File: config.mk
export PLATFORM = sky130hd
export DESIGN_NAME = beep_sequencer_flat
export DESIGN_NICKNAME = d
export VERILOG_FILES = /design/src/rtl/beep_sequencer_if.sv /design/src/rtl/beep_sequencer.sv /design/src/flat_wrapper.sv
export SDC_FILE = /design/constraint.sdc
export NUM_CORES = 1
export LEC_CHECK = 0
export BUFFER_PORTS_ARGS = -buffer_cell sky130_fd_sc_hd__buf_2
export CAP_MARGIN = 20
export CORE_UTILIZATION = 40
export CTS_CLUSTER_DIAMETER = 80
export DETAILED_ROUTE_END_ITERATION = 10
export GPL_ROUTABILITY_DRIVEN = 0
export GPL_TIMING_DRIVEN = 0
export HOLD_SLACK_MARGIN = 0.03
export PLACE_DENSITY = 0.55
export SYNTH_ARGS = -nofsm -noshare
export SYNTH_HDL_FRONTEND = slang
export SYNTH_SLANG_ARGS = --single-unit
File: constraint.sdc
create_clock -name clk -period 2.4 [get_ports clk]
set_clock_uncertainty 0.05 [all_clocks]
set_input_delay 0.36 -clock clk [delete_from_list [all_inputs] [get_ports clk]]
set_output_delay 0.36 -clock clk [all_outputs]
set_load 0.05 [all_outputs]
File: src/rtl/beep_sequencer_if.sv
// ============================================================================
// Module      : beep_sequencer_if
// Description : Control/status bundle between the alarm/chime logic and the
//               beep sequencer (triggers in, busy/done/tone outputs back).
// Revision    : 1.0 - initial release
// ============================================================================
`default_nettype none

interface beep_sequencer_if;
    logic       trig_hi;
    logic       trig_lo;
    logic [3:0] beeps;
    logic       cancel;
    logic       busy;
    logic       done;
    logic       clk_512;
    logic       clk_1k;
    logic       open512;
    logic       open1k;

    // Controller side: issues triggers, observes status and tone signals
    modport master (
        output trig_hi, trig_lo, beeps, cancel,
        input  busy, done, clk_512, clk_1k, open512, open1k
    );

    // Sequencer side
    modport slave (
        input  trig_hi, trig_lo, beeps, cancel,
        output busy, done, clk_512, clk_1k, open512, open1k
    );
endinterface

`default_nettype wire

File: src/rtl/beep_sequencer.sv
// ============================================================================
// Module      : beep_sequencer
// Description : Free-running 1 kHz / ~512 Hz tone dividers plus a beep
//               sequencer (IDLE/ON/GAP) producing tone enables for Beeper.
//               Optional macro BEEP_ALT_EN: alternate the tone on each beep,
//               starting with the triggered tone.
// Revision    : 1.0 - initial release
// ============================================================================
`default_nettype none

module beep_sequencer #(
    parameter int CLK_HZ  = 100_000_000,
    parameter int BEEP_MS = 200,
    parameter int GAP_MS  = 200
) (
    input  wire logic          clk,
    input  wire logic          rst_n,
    beep_sequencer_if.slave    bus
);

    localparam int MS_CYC  = CLK_HZ / 1000;
    localparam int T1K     = CLK_HZ / 2000;
    localparam int T512    = CLK_HZ / 1024;
    localparam int ON_CYC  = BEEP_MS * MS_CYC;
    localparam int GAP_CYC = GAP_MS * MS_CYC;
    localparam int DUR_MAX = (ON_CYC > GAP_CYC) ? ON_CYC : GAP_CYC;
    localparam int DW      = $clog2(DUR_MAX + 1);
    localparam int D1W     = $clog2(T1K + 1);
    localparam int D5W     = $clog2(T512 + 1);

    typedef enum logic [1:0] {
        IDLE = 2'd0,
        ON   = 2'd1,
        GAP  = 2'd2
    } state_t;

    state_t         state;
    logic [DW-1:0]  dur_cnt;
    logic [3:0]     remaining;
    logic           tone_hi;     // tone of the beep currently playing
    logic           busy;
    logic           done;
    logic           open512;
    logic           open1k;

    logic [D1W-1:0] div1k_cnt;
    logic [D5W-1:0] div512_cnt;
    logic           clk_1k_q;
    logic           clk_512_q;

    // 1 kHz divider: count 0..T1K-1, toggle and wrap at the top
    always_ff @(posedge clk or negedge rst_n) begin
        if (!rst_n) begin
            div1k_cnt <= '0;
            clk_1k_q  <= 1'b0;
        end else if (div1k_cnt == D1W'(T1K - 1)) begin
            div1k_cnt <= '0;
            clk_1k_q  <= ~clk_1k_q;
        end else begin
            div1k_cnt <= div1k_cnt + 1'b1;
        end
    end

    // ~512 Hz divider: count 0..T512-1, toggle and wrap at the top
    always_ff @(posedge clk or negedge rst_n) begin
        if (!rst_n) begin
            div512_cnt <= '0;
            clk_512_q  <= 1'b0;
        end else if (div512_cnt == D5W'(T512 - 1)) begin
            div512_cnt <= '0;
            clk_512_q  <= ~clk_512_q;
        end else begin
            div512_cnt <= div512_cnt + 1'b1;
        end
    end

    // Sequencer FSM with registered busy/done/open outputs
    always_ff @(posedge clk or negedge rst_n) begin
        if (!rst_n) begin
            state     <= IDLE;
            dur_cnt   <= '0;
            remaining <= 4'd0;
            tone_hi   <= 1'b0;
            busy      <= 1'b0;
            done      <= 1'b0;
            open512   <= 1'b0;
            open1k    <= 1'b0;
        end else begin
            done <= 1'b0;
            case (state)
                IDLE: begin
                    // trig_hi has priority; cancel has no effect here
                    if (bus.trig_hi || bus.trig_lo) begin
                        tone_hi <= bus.trig_hi;
                        dur_cnt <= '0;
                        if (bus.beeps == 4'd0) begin
                            done <= 1'b1;
                        end else begin
                            state     <= ON;
                            remaining <= bus.beeps;
                            busy      <= 1'b1;
                            open1k    <= bus.trig_hi;
                            open512   <= ~bus.trig_hi;
                        end
                    end
                end

                ON: begin
                    if (bus.cancel) begin
                        state   <= IDLE;
                        busy    <= 1'b0;
                        open1k  <= 1'b0;
                        open512 <= 1'b0;
                        dur_cnt <= '0;
                    end else if (dur_cnt == DW'(ON_CYC - 1)) begin
                        dur_cnt <= '0;
                        open1k  <= 1'b0;
                        open512 <= 1'b0;
                        if (remaining == 4'd1) begin
                            // last beep: no trailing gap
                            state     <= IDLE;
                            remaining <= 4'd0;
                            busy      <= 1'b0;
                            done      <= 1'b1;
                        end else begin
                            state     <= GAP;
                            remaining <= remaining - 4'd1;
                        end
                    end else begin
                        dur_cnt <= dur_cnt + 1'b1;
                    end
                end

                GAP: begin
                    if (bus.cancel) begin
                        state   <= IDLE;
                        busy    <= 1'b0;
                        dur_cnt <= '0;
                    end else if (dur_cnt == DW'(GAP_CYC - 1)) begin
                        state   <= ON;
                        dur_cnt <= '0;
`ifdef BEEP_ALT_EN
                        tone_hi <= ~tone_hi;
                        open1k  <= ~tone_hi;
                        open512 <= tone_hi;
`else
                        open1k  <= tone_hi;
                        open512 <= ~tone_hi;
`endif
                    end else begin
                        dur_cnt <= dur_cnt + 1'b1;
                    end
                end

                default: begin
                    state   <= IDLE;
                    busy    <= 1'b0;
                    open1k  <= 1'b0;
                    open512 <= 1'b0;
                    dur_cnt <= '0;
                end
            endcase
        end
    end

    assign bus.busy    = busy;
    assign bus.done    = done;
    assign bus.open512 = open512;
    assign bus.open1k  = open1k;
    assign bus.clk_1k  = clk_1k_q;
    assign bus.clk_512 = clk_512_q;

endmodule

`default_nettype wire
File: src/flat_wrapper.sv
// flat-port wrapper written by rule: the top's interface ports become plain ports
module beep_sequencer_flat 
#(
    parameter int CLK_HZ  = 100_000_000,
    parameter int BEEP_MS = 200,
    parameter int GAP_MS  = 200
)
  (clk, rst_n, bus_trig_hi, bus_trig_lo, bus_beeps, bus_cancel, bus_busy, bus_done, bus_clk_512, bus_clk_1k, bus_open512, bus_open1k);
  beep_sequencer_if bus_i ();
  input  wire logic clk;
  input  wire logic rst_n;
  input wire logic [$bits(bus_i.trig_hi)-1:0] bus_trig_hi;
  input wire logic [$bits(bus_i.trig_lo)-1:0] bus_trig_lo;
  input wire logic [$bits(bus_i.beeps)-1:0] bus_beeps;
  input wire logic [$bits(bus_i.cancel)-1:0] bus_cancel;
  output wire logic [$bits(bus_i.busy)-1:0] bus_busy;
  output wire logic [$bits(bus_i.done)-1:0] bus_done;
  output wire logic [$bits(bus_i.clk_512)-1:0] bus_clk_512;
  output wire logic [$bits(bus_i.clk_1k)-1:0] bus_clk_1k;
  output wire logic [$bits(bus_i.open512)-1:0] bus_open512;
  output wire logic [$bits(bus_i.open1k)-1:0] bus_open1k;
  assign bus_i.trig_hi = bus_trig_hi;
  assign bus_i.trig_lo = bus_trig_lo;
  assign bus_i.beeps = bus_beeps;
  assign bus_i.cancel = bus_cancel;
  assign bus_busy = bus_i.busy;
  assign bus_done = bus_i.done;
  assign bus_clk_512 = bus_i.clk_512;
  assign bus_clk_1k = bus_i.clk_1k;
  assign bus_open512 = bus_i.open512;
  assign bus_open1k = bus_i.open1k;
  beep_sequencer #(.CLK_HZ(CLK_HZ), .BEEP_MS(BEEP_MS), .GAP_MS(GAP_MS)) u_core (.clk(clk), .rst_n(rst_n), .bus(bus_i));
endmodule
==> metrics.txt <==
core outline area 8850 µm²; largest net degree at the start of global routing 48; number of post-CTS setup repair buffers 0; WHS Path Cells 3; Max Cap Viol 0; H-tree Lvls 3; max incr delay on CP 0.44 ns; R2R Path End u_core.state[0]; family with the most delay on the worst path simple AND/OR/NAND/NOR gates; total track usage 0.166; via total after detailed routing approximately 2,700; post-layout utilization of the core 0.473; Synth cell types 54; cell count after synthesis 376; Post-synth top flop dfrtp_1; run status completed; total power draw between 0.003 and 0.004 W; vias in the first global route between 2,000 and 3,000; Min Clock Period, post-route 2.32 ns; hold crit path type input port to flop; Sink Count 71; Worst-path clk slew 0.08 ns; number of routed nets with antenna violations 0; CP max FO 6; Die Y around 98 µm; drt via density ~5.2; Bufs on Longest Clock Path 2; pwr/cell area ~750 nW/µm²; worst hold start bus_beeps[0]; Worst VDD drop ~0.00061 V; Post-Syn Area per Cell a little under 10 µm²; Boundary Pins 15; initial drt markers 165; final hold violation count 0; commonest cells after routing, fill and taps aside 71 x dfrtp_1, 60 x nor2_1, 35 x xor2_1; post-synthesis sequential area ratio 0.479; WL final just over 7 mm; Buffers on Ports 14; worst reg2reg path depth 5; Worst Path Arrival roughly 2.5 ns; Slew Viols, Final 0; TritonCTS Buffers 9; Synth-to-Final Area Change 13.0%; first-pass GRT wire length 12.8 mm; CP startpoint kind flop; Worst Tran Pin Value approximately 0.90 ns; Register-to-Register Setup Slack 0.08 ns; Clk Latency, worst-skew pair about 0.35 ns; initial core utilization 0.419; final net count around 420; non-filler cells, final about 520; largest area contributor in the netlist dfrtp_1; WP buf/inv 0; CP Cell Sequence nor4b_1 -> nand4_1 -> nor2_1 -> o21ai_0 -> mux2_2; Chip Width roughly 100 µm; Max-slew headroom 0.392; Die ar. between 9000 and 10,000 µm²; post-DP HPWL approximately 4.9 mm; FF+latch count, synth between 70 and 80; Slowest-stage cell, CP dfrtp_1; router iterations before antenna repair 7; Rows 34; Area contributors post-synth dfrtp_1 48%, xor2_1 8.3%, nor2_1 6.2%; DP Cell Count about 500; Synth Cell Area about 3700 µm²; Setup CP Type flop to flop; worst reg2reg path startpoint u_core.dur_cnt[17]; Synth warnings 0; Setup crit end kind flop; routed len/inst about 14 µm; hold endpoint u_core.remaining[0]; WP data required about 2.6 ns; Syn Nets between 300 and 400; Residual DRC 0; Design Area, Final about 4200 µm²; gr ovfl total 0; CTS root buf clkbuf_8; Post-synth EDFFs 0; FMAX ~430 MHz; CTS tree yes; Ant. Diodes 0; number of setup violations in the final report 0; Pleak 1.91 nW; Levels on crit path 5; TNS Setup 0 ns; commonest non-fill, non-tap cell in the layout dfrtp_1; top-area cell type share of the netlist area 0.479; asr flop ratio synth 1.00; RSZ-0062 raised after global routing true; Post-DP Area about 3900 µm²; Final Cycle Share 0.965; share of post-route cells with drive strength above 1 0.140; initial antenna violation count 0
-- registers in the layout, indices dropped and copies added (netlist names) --
| register | count |
|---|---|
| u_core.div1k_cnt | 16 |
| u_core.bus.open512 | 1 |
| u_core.tone_hi | 1 |
| u_core.remaining | 4 |
| u_core.bus.clk_1k | 1 |
| u_core.bus.busy | 1 |
| u_core.dur_cnt | 25 |
| u_core.bus.open1k | 1 |
| u_core.bus.done | 1 |
| u_core.bus.clk_512 | 1 |
| u_core.div512_cnt | 17 |
| u_core.state | 2 |
-- power breakdown --
part | switching, W | total [W] | internal [W]
clock network | 0.000473 | 0.00106 | 0.000587
logic | 0.000447 | 0.000750 | 0.000302
registers | 0.0000651 | 0.00135 | 0.00128
total | 0.000985 | 0.00316 | 0.00217
-- layer usage --
layer	vias up	global-route usage	wire [µm]
li1	1356	-	-
met1	1288	0.239	3740
met2	35	0.248	3130
met3	10	0.0279	189
met4	0	0.0723	118
met5	-	0	0
-- layout make-up --
class                           count  area, µm²
Buffer                              8       48.8
Clock buffer                        9        124
Clock inverter                      7       95.1
Fill cell                         844       4660
Inverter                           11       41.3
Multi-Input combinational cell    286       1860
Sequential cell                    71       1780
Tap cell                          108        135
Timing Repair Buffer               16        110
-- cell usage after synthesis, types with 6 or more instances --
master,number
dfrtp_1,71
nor2_1,61
xor2_1,35
nand3_1,31
nand2_1,28
xnor2_1,13
and3_1,12
nand4_1,12
inv_1,11
ha_1,9
o21ai_0,9
nor3_1,8
nand2b_1,6
-- worst register-to-register path: stages, from the launching register on --
cell,delay (ns)
dfrtp_1,0.44
nor4b_1,0.41
nand4_1,0.38
nor2_1,0.39
o21ai_0,0.22
mux2_2,0.31
-- metrics by stage --
step	setup slack, ns	hold WS (ns)
floorplan	0.324	0.0144
detailed placement	0.0360	0.248
global route	-0.0151	0.296
finish	0.0831	0.284
global placement	0.0340	0.399
CTS	0.0231	0.277
-- worst max path at each step --
stage | end | slack, ns | start
after floorplan | u_core.dur_cnt[24] | 0.32 | u_core.state[0]
after global placement | u_core.dur_cnt[11] | 0.03 | u_core.state[0]
after detailed placement | u_core.dur_cnt[11] | 0.04 | u_core.state[1]
after CTS | u_core.dur_cnt[11] | 0.02 | u_core.state[1]
after global routing | u_core.state[0] | -0.02 | u_core.dur_cnt[17]
final | u_core.state[0] | 0.08 | u_core.dur_cnt[17]
-- what timing repair did --
action / in CTS / in global routing
gates resized for setup: 0 / 4
hold endpoints to repair: 24 / 0
setup endpoints to repair: 0 / 16
hold buffers: 1 / 0
-- cell families (layout without fill, tap and decap cells) --
kind of cell	count (synthesis)	after routing	synth area share
AND/OR/NAND/NOR	190	190	0.270
flip-flops	71	71	0.479
XOR/XNOR	48	48	0.113
AO/OA/AOI/OAI	31	31	0.0597
buffers and inverters	19	51	0.0243
adder cells (fa/ha/maj)	9	9	0.0304
multiplexers	8	8	0.0229
No activity file was read; power rests on OpenSTA's default activity.
